--- config.mk ---
export PLATFORM = sky130hd
export DESIGN_NAME = mat_rle
export DESIGN_NICKNAME = d
export VERILOG_FILES = /design/src/rtl/mat_rle_pkg.sv /design/src/rtl/mat_rle.sv
export SDC_FILE = /design/constraint.sdc
export NUM_CORES = 1
export LEC_CHECK = 0
export BUFFER_PORTS_ARGS = -buffer_cell sky130_fd_sc_hd__buf_4
export CAP_MARGIN = 15
export CORE_UTILIZATION = 50
export CTS_BUF_LIST = sky130_fd_sc_hd__clkbuf_8 sky130_fd_sc_hd__clkbuf_16
export DETAILED_ROUTE_END_ITERATION = 12
export GPL_TIMING_DRIVEN = 0
export PLACE_DENSITY = 0.81
export SLEW_MARGIN = 10
export SYNTH_ARGS = -nofsm -noshare
export SYNTH_HDL_FRONTEND = slang
export SYNTH_SLANG_ARGS = --single-unit
--- constraint.sdc ---
create_clock -name clk -period 4.1 [get_ports clk]
set_input_delay 0.615 -clock clk [delete_from_list [all_inputs] [get_ports clk]]
set_output_delay 0.615 -clock clk [all_outputs]
set_load 0.1 [all_outputs]
--- src/rtl/mat_rle_pkg.sv ---
// mat_rle_pkg: shared definitions for the mat_rle run-length encoder.
//   - block geometry and field widths (BLK_LEN, IDX_W, RUN_W, ZRL_W, LVL_W)
//   - token_t: packed output token {dc, eob, zrl, run, level}
//   - split_run(): splits a 6-bit zero run into a 16-zero ZRL count and a residual run
// LVL_W is fixed at 11 bits, which is DW+1 for the only supported DW of 10.
package mat_rle_pkg;

   localparam int BLK_LEN = 64;
   localparam int IDX_W   = 6;
   localparam int RUN_W   = 4;
   localparam int ZRL_W   = 2;
   localparam int LVL_W   = 11;

   typedef struct packed {
      logic             dc;
      logic             eob;
      logic [ZRL_W-1:0] zrl;
      logic [RUN_W-1:0] run;
      logic [LVL_W-1:0] level;
   } token_t;

   typedef struct packed {
      logic [ZRL_W-1:0] zrl;
      logic [RUN_W-1:0] run;
   } run_split_t;

   // Upper bits count whole 16-zero runs, lower bits hold the remainder.
   function automatic run_split_t split_run(input logic [IDX_W-1:0] zrun);
      run_split_t s;
      s.zrl = zrun[IDX_W-1:RUN_W];
      s.run = zrun[RUN_W-1:0];
      return s;
   endfunction

endpackage

--- src/rtl/mat_rle.sv ---
// mat_rle: run-length encoder for 64-coefficient zig-zag blocks.
// Consumes one signed coefficient per valid cycle (no backpressure) and emits,
// one cycle later, at most one token: a DC token at index 0, an AC token
// (zrl, run, level) for each nonzero AC coefficient, and an EOB token when
// index 63 is zero.
// Ports:
//   clk        in   rising-edge clock
//   rst_n      in   asynchronous active-low reset
//   vld_in     in   din valid
//   din        in   DW-bit signed coefficient, zig-zag order
//   vld_out    out  token valid (one cycle per token)
//   dc_out     out  token is the DC token
//   eob_out    out  token is end-of-block
//   zrl_out    out  number of preceding 16-zero runs
//   run_out    out  residual zero run before the level
//   level_out  out  sign-extended level (DC difference when DPCM is enabled)
// Configuration macro: MAT_RLE_DC_DPCM_EN -- when defined, the DC level is
// the difference to the previous block's DC value.
module mat_rle #(
   parameter int DW      = 10,
   parameter int BLK_LEN = 64
) (
   input  logic          clk,
   input  logic          rst_n,
   input  logic          vld_in,
   input  logic [DW-1:0] din,
   output logic          vld_out,
   output logic          dc_out,
   output logic          eob_out,
   output logic [1:0]    zrl_out,
   output logic [3:0]    run_out,
   output logic [DW:0]   level_out
);
   import mat_rle_pkg::*;

   localparam logic [IDX_W-1:0] LAST_IDX = IDX_W'(BLK_LEN - 1);

   logic [IDX_W-1:0] idx_q, idx_d;
   logic [IDX_W-1:0] zrun_q, zrun_d;
   logic             vld_q, vld_d;
   token_t           tok_q, tok_d;
   logic [DW:0]      din_ext_s;
   logic [DW:0]      dc_level_s;
   run_split_t       split_s;

   assign din_ext_s = {din[DW-1], din};
   assign split_s   = split_run(zrun_q);

`ifdef MAT_RLE_DC_DPCM_EN
   logic [DW:0] pred_q, pred_d;
   // Both operands are sign-extended DW-bit values, so DW+1 bits cannot overflow.
   assign dc_level_s = din_ext_s - pred_q;
`else
   assign dc_level_s = din_ext_s;
`endif

   // Next-state logic: position/run counters and token formation.
   always_comb begin
      idx_d  = idx_q;
      zrun_d = zrun_q;
      tok_d  = tok_q;
      vld_d  = 1'b0;
`ifdef MAT_RLE_DC_DPCM_EN
      pred_d = pred_q;
`endif
      if (vld_in) begin
         idx_d = (idx_q == LAST_IDX) ? {IDX_W{1'b0}} : idx_q + IDX_W'(1);
         if (idx_q == {IDX_W{1'b0}}) begin
            vld_d       = 1'b1;
            zrun_d      = {IDX_W{1'b0}};
            tok_d.dc    = 1'b1;
            tok_d.eob   = 1'b0;
            tok_d.zrl   = {ZRL_W{1'b0}};
            tok_d.run   = {RUN_W{1'b0}};
            tok_d.level = dc_level_s;
`ifdef MAT_RLE_DC_DPCM_EN
            pred_d      = din_ext_s;
`endif
         end else if (din != {DW{1'b0}}) begin
            vld_d       = 1'b1;
            zrun_d      = {IDX_W{1'b0}};
            tok_d.dc    = 1'b0;
            tok_d.eob   = 1'b0;
            tok_d.zrl   = split_s.zrl;
            tok_d.run   = split_s.run;
            tok_d.level = din_ext_s;
         end else if (idx_q == LAST_IDX) begin
            // Trailing zeros collapse into a single EOB; the pending run is dropped.
            vld_d       = 1'b1;
            zrun_d      = {IDX_W{1'b0}};
            tok_d.dc    = 1'b0;
            tok_d.eob   = 1'b1;
            tok_d.zrl   = {ZRL_W{1'b0}};
            tok_d.run   = {RUN_W{1'b0}};
            tok_d.level = {(DW+1){1'b0}};
         end else begin
            zrun_d = zrun_q + IDX_W'(1);
         end
      end else begin
         vld_d = 1'b0;
      end
   end

   // State and registered token outputs.
   always_ff @(posedge clk or negedge rst_n) begin
      if (!rst_n) begin
         idx_q  <= {IDX_W{1'b0}};
         zrun_q <= {IDX_W{1'b0}};
         vld_q  <= 1'b0;
         tok_q  <= '0;
`ifdef MAT_RLE_DC_DPCM_EN
         pred_q <= {(DW+1){1'b0}};
`endif
      end else begin
         idx_q  <= idx_d;
         zrun_q <= zrun_d;
         vld_q  <= vld_d;
         tok_q  <= tok_d;
`ifdef MAT_RLE_DC_DPCM_EN
         pred_q <= pred_d;
`endif
      end
   end

   assign vld_out   = vld_q;
   assign dc_out    = tok_q.dc;
   assign eob_out   = tok_q.eob;
   assign zrl_out   = tok_q.zrl;
   assign run_out   = tok_q.run;
   assign level_out = tok_q.level;

endmodule

==> results of run 1 <==
-- placed cells by master (no fill, tap or decap), types with 4 or more instances in the layout --
master / instances
sky130_fd_sc_hd__a21oi_1: 4
sky130_fd_sc_hd__a22o_1: 10
sky130_fd_sc_hd__nand2_1: 10
sky130_fd_sc_hd__mux2_2: 4
sky130_fd_sc_hd__buf_4: 33
sky130_fd_sc_hd__dfrtp_1: 31
sky130_fd_sc_hd__o21ai_0: 5
sky130_fd_sc_hd__clkbuf_8: 5
sky130_fd_sc_hd__nor2_1: 5
sky130_fd_sc_hd__inv_1: 5
-- logic make-up after synthesis --
group | count (synthesis) | synth area share
DFF | 31 | 0.560
adders and majority gates | 3 | 0.0271
and+or+nand+nor | 35 | 0.134
xor gates and xnor gates | 5 | 0.0316
buffers and inverters | 12 | 0.0415
muxes | 5 | 0.0397
AOI/OAI and AO/OA | 30 | 0.166
-- worst max-delay path by stage --
stage	start	end	slack [ps]	cells after the start
after CTS	idx_q[0]	level_out[8]	1960	6
after global routing	idx_q[0]	level_out[8]	1880	6
after detailed placement	din[4]	level_out[8]	1730	5
after global placement	din[4]	level_out[3]	1760	5
after floorplan	din[4]	level_out[9]	2080	4
final	idx_q[0]	level_out[8]	1960	6
-- Yosys cell counts (2+ instances only) --
cell type | instances | area, µm²
sky130_fd_sc_hd__o21ai_0 | 5 | 25.0
sky130_fd_sc_hd__xor2_1 | 2 | 17.5
sky130_fd_sc_hd__dfrtp_1 | 31 | 776
sky130_fd_sc_hd__o22ai_1 | 3 | 18.8
sky130_fd_sc_hd__clkbuf_1 | 3 | 11.3
sky130_fd_sc_hd__and2_1 | 2 | 12.5
sky130_fd_sc_hd__and3_1 | 3 | 18.8
sky130_fd_sc_hd__o211ai_1 | 3 | 22.5
sky130_fd_sc_hd__nor4_1 | 3 | 18.8
sky130_fd_sc_hd__a21oi_1 | 4 | 20.0
sky130_fd_sc_hd__nand2_1 | 10 | 37.5
sky130_fd_sc_hd__nand4_1 | 2 | 12.5
sky130_fd_sc_hd__inv_1 | 5 | 18.8
sky130_fd_sc_hd__o41ai_1 | 2 | 17.5
sky130_fd_sc_hd__a22o_1 | 10 | 87.6
sky130_fd_sc_hd__nor2_1 | 5 | 18.8
sky130_fd_sc_hd__nand2b_1 | 3 | 18.8
sky130_fd_sc_hd__mux2_2 | 4 | 45.0
sky130_fd_sc_hd__xnor2_1 | 3 | 26.3
sky130_fd_sc_hd__ha_1 | 3 | 37.5
-- state kept, by name, indices dropped and copies added, names as in the netlist --
signal     flops
dc_out         1
eob_out        1
idx_q          6
level_out     10
run_out        4
split_s        6
vld_out        1
zrl_out        2
-- report_power, final --
part	leakage, nW	internal (mW)	switching [mW]
sequential	0.400	0.342	0.0366
combinational	0.390	0.0655	0.156
clock	0.0477	0.116	0.109
-- cell type report --
type,count,area [µm²]
Clock inverter,3,15.0
Timing Repair Buffer,32,240
Inverter,5,18.8
Buffer,7,38.8
Fill cell,191,797
Clock buffer,5,68.8
Sequential cell,31,776
Multi-Input combinational cell,78,553
Tap cell,30,37.5
-- through the flow --
stage / power [mW] / utilization / cells / hold slack (ps)
final: 0.825 / 0.687 / 191 / 255
after global routing: 0.863 / 0.687 / 191 / 274
after floorplan: 0.541 / - / 121 / 319
after detailed placement: 0.602 / 0.654 / 183 / 495
after CTS: 0.831 / 0.687 / 191 / 266
after global placement: 0.594 / 0.654 / 183 / 481
-- worst max-delay path: stages (launching register included) --
cell and delay (ps):
sky130_fd_sc_hd__dfrtp_1 420, sky130_fd_sc_hd__ha_1 260, sky130_fd_sc_hd__and3_1 180, sky130_fd_sc_hd__and3_1 180, sky130_fd_sc_hd__clkbuf_1 170, sky130_fd_sc_hd__o31ai_4 420, sky130_fd_sc_hd__mux2_2 390
-- per-layer routing --
| layer | GRT usage | up-vias | part of all wire | routed length, µm |
|---|---|---|---|---|
| met5 | 0 | - | 0 | 0 |
| met4 | 0.0897 | 0 | 0.011 | 31 |
| met3 | 0.0583 | 6 | 0.047 | 130 |
| met2 | 0.369 | 34 | 0.51 | 1400 |
| met1 | 0.270 | 531 | 0.44 | 1210 |
| li1 | - | 512 | - | - |
==> flow_summary.ini, run 1 <==
[detailed_routing]
drcViolationCount = 0
residual_antenna_violating_net_count_after_detailed_routing = 0
via_count = 1083
routed_wire_length_per_instance_um = 14.5
initialDrtViolationCount = 16
drt_first_pass_iters = 4
route.detailed.vias_per_inst = 5.67
routed_wl_mm = 2.77

[pwr]
max-vdd-ir-drop_mv = 0.335
p_leak_nw = 0.838
power.density_mw_per_mm2 = 472

[yosys]
number_of_synthesized_flops_with_an_enable_pin = 0
mappedNetlistNets = 137
netlist_instances = 121
synth_area_mm2 = 0.00139
yosysWarningCount = 0
synth.yosys.seq_area_share = 0.560
synth-async-reset-ratio = 1.00
post_synth.cell_area_avg_um2 = 11.5
synthFlopType = sky130_fd_sc_hd__dfrtp_1
flop_and_latch_count_out_of_synthesis = 31
distinct_cells_synth = 35

[worst_setup_path]
cp-start-kind = flop
r2r_slack_ps = 1960
worstReg2RegEnd = level_out[8]
end_kind = flop
reg2reg_from = idx_q[0]
worst_ep_arrival_time_ps = 2300
critical_path_required_time_ps = 4260
worstPathMaxFanout = 6
worstRegToRegCells = 6
setup.worst_path.class = flop to flop

[timing]
report.final.hold_viol_count = 0
timing.final.ws_setup_ps = 1960
min_period_over_period = 0.522
slew_headroom = 0.730
post_layout_minimum_cycle_time_ps = 2140
drv_slew = 0
timing.clock.skew_ps = 4.94
rsz_0062_raised_after_global_routing = false
pin_slew_with_the_least_headroom_to_its_limit_ps = 405
setup-tns-final_ps = 0
setup_viol_count_final = 0
max_freq_ghz = 0.467

[global_routing]
grt_start_max_net_pins = 32
grt.overflow.total = 0
grt_pass1_wl_mm = 4.57
via_count_of_the_first_global_routing_pass = 1056
global_route.usage.total = 0.222
antenna_violations_before_repair = 0

[clock_tree]
clock_tree.root_cell = sky130_fd_sc_hd__clkbuf_8
post_cts.resized_instances = 0
cts_max_path_buffers = 2
postCtsHoldBufs = 0
worstSkewPairLatency_ps = 280
cts_inserted_buffers = 5
clock_tree.htree_level_count = 2
clk_pin_slew_worst_paths_ps = 70
clkSinkCount = 31
post_cts.repair.setup_buffers = 0
tritoncts = built

[cells_and_area]
syn_to_final_growth_pct = 26.1
diodes = 0
post_route_cells_drive_above_1_share = 0.304
nNetsFinal = 176
finish.instance_area_mm2 = 0.00175

[placed_design]
dpl-instance-area_mm2 = 0.00166
pre_cts_ws_ps = 1730
gp_congestion = 0.821
numPortBuffers = 32
dpl.hpwl_mm = 2.03

[floorplanning]
core_area_mm2 = 0.00254
fp-row-count = 18
die_w_um = 54.7
initial_utilization = 0.545
dieArea_mm2 = 0.00299
top_level_ports = 33
die_height_um = 54.7

[outcome]
outcome = finished, final reports clean

[min_path]
hold_path_class = input port to async pin

[run]
cap_viol_max_count = 0
(Power assumes the default switching activity.)
==> run 2, diff against run 1 <==
==> constraint.sdc (replaced) <==
create_clock -name clk -period 2.1 [get_ports clk]
set_input_delay 0.315 -clock clk [delete_from_list [all_inputs] [get_ports clk]]
set_output_delay 0.315 -clock clk [all_outputs]
set_load 0.1 [all_outputs]
==> run 2 against run 1 <==
  * Register-to-register slack got worse by 1900 ps
  * First-iteration DRC count rose by 38%
  * Critical endpoint unchanged
  * Critical path type unchanged
  * Critical path depth did not move
  * Via count fell by 0.37%
  * Cell count rose by 0.52%
  * Routed wire length rose by 1.0%
  * Largest cell class unchanged
  * Core utilization rose by 0.54 points
  * Worst hold slack improved by 2.7 ps
==> flow_summary.ini, run 2 (synthesis results as in run 1) <==
[outcome]
outcome = finished, final reports clean

[worst_setup_path]
worst_ep_arrival_time_ps = 2170
worstRegToRegCells = 6
critical-path-top-delay-family = simple AND/OR/NAND/NOR gates
worst_path_most_repeated_cell = sky130_fd_sc_hd__and3_1
setup.worst_path.class = flop to flop
worstReg2RegEnd = level_out[8]
critical_path_required_time_ps = 2260
r2r_slack_ps = 90
worstPathMaxFanout = 6
critPathBufInv = 1
slowest_delay_ps = 420
critical-path-slowest-cell = sky130_fd_sc_hd__dfrtp_1
end_kind = flop
reg2reg_from = idx_q[0]
crit_path_cell_trace = ha_1 -> and3_1 -> and3_1 -> o31ai_4 -> buf_4 -> mux2_2
cp-start-kind = flop

[cells_and_area]
post_route_core_utilization = 0.692
syn_to_final_growth_pct = 27.1
layout_commonest_cell = sky130_fd_sc_hd__buf_4
largest_register_ff_count = 10
nNetsFinal = 177
instances_no_fill = 192
filler_cell_count = 188
mostFrequentLayoutCells = 34 x sky130_fd_sc_hd__buf_4, 31 x sky130_fd_sc_hd__dfrtp_1, 10 x sky130_fd_sc_hd__nand2_1, 10 x sky130_fd_sc_hd__a22o_1
diodes = 0
post_route_cells_drive_above_1_share = 0.309

[clock_tree]
clock_tree.root_cell = sky130_fd_sc_hd__clkbuf_8
clkSinkCount = 31
clk_pin_slew_worst_paths_ps = 70
tritoncts = built
post_cts.resized_instances = 0
cts_inserted_buffers = 5
worstSkewPairLatency_ps = 280
clock_tree.htree_level_count = 2
cts_max_path_buffers = 2

[timing]
setup_viol_count_final = 0
min_period_over_period = 0.956
rsz_0062_raised_after_global_routing = false
drv_slew = 0
timing.clock.skew_ps = 5.16
max_freq_ghz = 0.498
report.final.hold_viol_count = 0
pin_slew_with_the_least_headroom_to_its_limit_ps = 401
post_layout_minimum_cycle_time_ps = 2010
hold-worst-slack_ps = 258
slew_headroom = 0.733

[detailed_routing]
routed_wl_mm = 2.80
routed_wire_length_per_instance_um = 14.6
via_count = 1079
drcViolationCount = 0
residual_antenna_violating_net_count_after_detailed_routing = 0
route.detailed.vias_per_inst = 5.62
initialDrtViolationCount = 22
drt_first_pass_iters = 4

[min_path]
worst_hold_path.num_cells = 2
hold_path_class = input port to flop
hold-path-endpoint = level_out[5]
startpoint_of_the_tightest_hold_check_path = din[5]

[floorplanning]
initial_utilization = 0.545
core_area_mm2 = 0.00254
top_level_ports = 33
dieArea_mm2 = 0.00299
die_height_um = 54.7
fp-row-count = 18
die_w_um = 54.7

[pwr]
power.total_mw = 1.62
max-vdd-ir-drop_mv = 0.656
p_leak_nw = 0.846
power.density_mw_per_mm2 = 917

[global_routing]
antenna_violations_before_repair = 0
grt_start_max_net_pins = 32
grt.overflow.total = 0
grt_pass1_wl_mm = 4.60
global_route.usage.total = 0.223
via_count_of_the_first_global_routing_pass = 1063

[placed_design]
numPortBuffers = 32
gp_congestion = 0.821
dpl.hpwl_mm = 2.03
place_inst = 183

[run]
cap_viol_max_count = 0
## run 2: cell types whose count changed in the layout (fill, tap and decap cells not counted), sizes merged
cell         previous run  this run
buf                    36        37
clkbuf                  8         7
dlygate4sd3             0         1
## run 2: cell type report
class	count	area [µm²]	share of cell area
Timing Repair Buffer	34	258	0.146
Tap cell	30	37.5	0.0213
Multi-Input combinational cell	78	553	0.314
Buffer	6	35.0	0.0199
Sequential cell	31	776	0.440
Inverter	5	18.8	0.0107
Clock buffer	5	68.8	0.0391
Clock inverter	3	15.0	0.00852
## run 2: per-stage QoR
| step | cell area (µm²) | setup TNS [ps] | setup WS, ps |
|---|---|---|---|
| after floorplan | 1390 | 0 | 176 |
| after global placement | 1660 | 0 | 36.9 |
| after detailed placement | 1660 | -76.5 | -26.6 |
| after CTS | 1760 | 0 | 7.11 |
| after global routing | 1760 | 0 | 50.9 |
| final | 1760 | 0 | 92.7 |
## run 2: routing by layer
metal / GRT usage / vias up / wire, µm / share of wire
met5: 0 / - / 0 / 0
met1: 0.270 / 520 / 1220 / 0.44
met2: 0.373 / 38 / 1390 / 0.50
li1: - / 513 / - / -
met4: 0.0897 / 0 / 40 / 0.014
met3: 0.0583 / 8 / 143 / 0.051
## run 2: where the power goes
part	total (mW)	internal (mW)	switching [mW]
Combinational	0.435	0.130	0.304
Sequential	0.741	0.668	0.0731
Clock	0.440	0.226	0.214
Total	1.62	1.02	0.591
## run 2: worst max-delay path by stage
stage | cells past startpoint | startpoint | endpoint
2_1_floorplan | 6 | idx_q[0] | level_out[9]
3_3_place_gp | 6 | idx_q[0] | level_out[3]
3_5_place_dp | 6 | idx_q[0] | level_out[8]
4_1_cts | 6 | idx_q[0] | level_out[8]
5_1_grt | 6 | idx_q[0] | level_out[8]
6_report | 6 | idx_q[0] | level_out[8]
## run 2: timing repair
item	CTS	global route
endpoints found under the hold margin	31	0
setup buffers	0	1
hold buffers	1	0
pin swaps	1	1
endpoints found under the setup margin	4	6
==> run 3, diff against run 2 <==
--- a/config.mk
+++ b/config.mk
@@ -7,6 +7,7 @@
 export LEC_CHECK = 0
 export BUFFER_PORTS_ARGS = -buffer_cell sky130_fd_sc_hd__buf_4
 export CAP_MARGIN = 15
+export CORE_ASPECT_RATIO = 1.2
 export CORE_UTILIZATION = 50
 export CTS_BUF_LIST = sky130_fd_sc_hd__clkbuf_8 sky130_fd_sc_hd__clkbuf_16
 export DETAILED_ROUTE_END_ITERATION = 12
==> run 3 against run 2 <==
  * Global-route usage grew 0.33 points
  * Critical endpoint is now level_out[9]
  * Via count grew 0.19%
  * Sequential share of layout area shrank 0.49 points
  * Critical path depth shrank 1
  * Routed wire length grew 6.4%
  * Register-to-register slack is essentially flat
  * Die area is essentially flat
  * Worst hold slack gained 9.3 ps
  * Power grew 3.2%
  * First-iteration DRC count grew 9.1%
==> flow_summary.ini, run 3 (synthesis results as in run 1) <==
[placed_design]
place_inst = 186
pre_cts_ws_ps = 2.77
gp_congestion = 0.769
numPortBuffers = 32
dpl.hpwl_mm = 2.10

[detailed_routing]
maxUsedRoutingLayer = met4
residual_antenna_violating_net_count_after_detailed_routing = 0
drcViolationCount = 0
initialDrtViolationCount = 24
via_count = 1081
drt_first_pass_iters = 4
routed-wl-met3_um = 111
route.detailed.vias_per_inst = 5.54
routed_wire_length_per_instance_um = 15.3
wl_met1_mm = 1.27
detailroute.wirelength.met2_mm = 1.57
routed_wl_mm = 2.98

[floorplanning]
die_w_um = 50.1
top_level_ports = 33
initial_utilization = 0.538
core_area_mm2 = 0.00258
fp-row-count = 20
die_height_um = 59.7
dieArea_mm2 = 0.00299

[timing]
setup-tns-final_ps = 0
min_period_over_period = 0.955
setup_viol_count_final = 0
timing.clock.skew_ps = 2.19
hold-worst-slack_ps = 267
rsz_0062_raised_after_global_routing = false
pin_slew_with_the_least_headroom_to_its_limit_ps = 415
timing.final.ws_setup_ps = 94.7
post_layout_minimum_cycle_time_ps = 2010
drv_slew = 0
slew_headroom = 0.723
report.final.hold_viol_count = 0
max_freq_ghz = 0.499

[cells_and_area]
instances_no_fill = 195
post_route_cells_drive_above_1_share = 0.302
layout.area.seq_um2 = 776
largest_register_ff_count = 10
multi_input_gate_area_um2 = 553
filler_cell_count = 205
mostFrequentLayoutCells = 34 x sky130_fd_sc_hd__buf_4, 31 x sky130_fd_sc_hd__dfrtp_1, 10 x sky130_fd_sc_hd__nand2_1, 10 x sky130_fd_sc_hd__a22o_1, 7 x sky130_fd_sc_hd__clkbuf_8
layout_commonest_cell = sky130_fd_sc_hd__buf_4
nNetsFinal = 177
syn_to_final_growth_pct = 28.5
diodes = 0

[worst_setup_path]
worstPathMaxFanout = 6
crit_path_start = idx_q[0]
critical_path_required_time_ps = 2260
cp-start-kind = flop
end_kind = flop
setup.worst_path.class = flop to flop
slowest_delay_ps = 410
worst_ep_arrival_time_ps = 2170
crit_path_cell_trace = ha_1 -> and3_1 -> and3_1 -> o31ai_4 -> mux2_2
critical-path-slowest-cell = sky130_fd_sc_hd__dfrtp_1
reg2reg_from = idx_q[0]
worst_path_most_repeated_cell = sky130_fd_sc_hd__and3_1

[clock_tree]
clock_tree.root_cell = sky130_fd_sc_hd__clkbuf_8
tritoncts = built
cts_inserted_buffers = 5
clk_pin_slew_worst_paths_ps = 60
clkSinkCount = 31
clock_tree.htree_level_count = 2
cts_max_path_buffers = 2
worstSkewPairLatency_ps = 280

[pwr]
max-vdd-ir-drop_mv = 0.702
power.density_mw_per_mm2 = 936
p_leak_nw = 0.854
power.total_mw = 1.67

[min_path]
hold_path_class = input port to flop
startpoint_of_the_tightest_hold_check_path = din[6]

[global_routing]
grt.overflow.total = 0
via_count_of_the_first_global_routing_pass = 1010
global_route.usage.total = 0.226
antenna_violations_before_repair = 0
grt_pass1_wl_mm = 4.73
grt_start_max_net_pins = 32

[run]
cap_viol_max_count = 0

[outcome]
outcome = finished, final reports clean
run 3: metal layers:
| metal | GRT usage | vias up |
|---|---|---|
| met5 | 0 | - |
| met4 | 0.118 | 0 |
| met3 | 0.0814 | 2 |
| met2 | 0.358 | 26 |
| met1 | 0.271 | 535 |
| li1 | - | 518 |
run 3: final timing paths:
path,endpoint,slack [ps],cells past startpoint
max reg2reg,level_out[9],90,5
max in group asynchronous,level_out[7],1320,2
min reg2reg,level_out[4],510,1
min in group asynchronous,idx_q[2],500,2
min,level_out[6],270,2
max,level_out[9],90,5
run 3: repair_timing:
item,in CTS,in global routing
resized for setup,0,0
setup buffers,0,1
setup endpoints to repair,4,5
endpoints found under the hold margin,31,0
pin swaps,1,1
hold buffers,1,0
run 3: power by group:
group	internal [mW]	switching (mW)
logic	0.130	0.304
registers	0.668	0.0702
clock network	0.293	0.201
total	1.09	0.575
run 3: stage by stage:
stage | instance area [µm²] | util
2_1_floorplan | 1390 | -
3_3_place_gp | 1670 | 0.647
3_5_place_dp | 1670 | 0.647
4_1_cts | 1780 | 0.690
5_1_grt | 1780 | 0.691
6_report | 1780 | 0.691
run 3: critical path: cells and delay by family, from the launching register on:
family	cells	cell delay, ps
and+or+nand+nor	2	450
DFF	1	410
AOI/OAI and AO/OA	1	390
muxes	1	380
adders and majority gates	1	250
run 3: cell type report:
type / count / share of cell area
Sequential cell: 31 / 0.435
Tap cell: 33 / 0.0232
Clock inverter: 1 / 0.00211
Buffer: 6 / 0.0197
Timing Repair Buffer: 34 / 0.145
Multi-Input combinational cell: 78 / 0.310
Inverter: 5 / 0.0105
Clock buffer: 7 / 0.0541
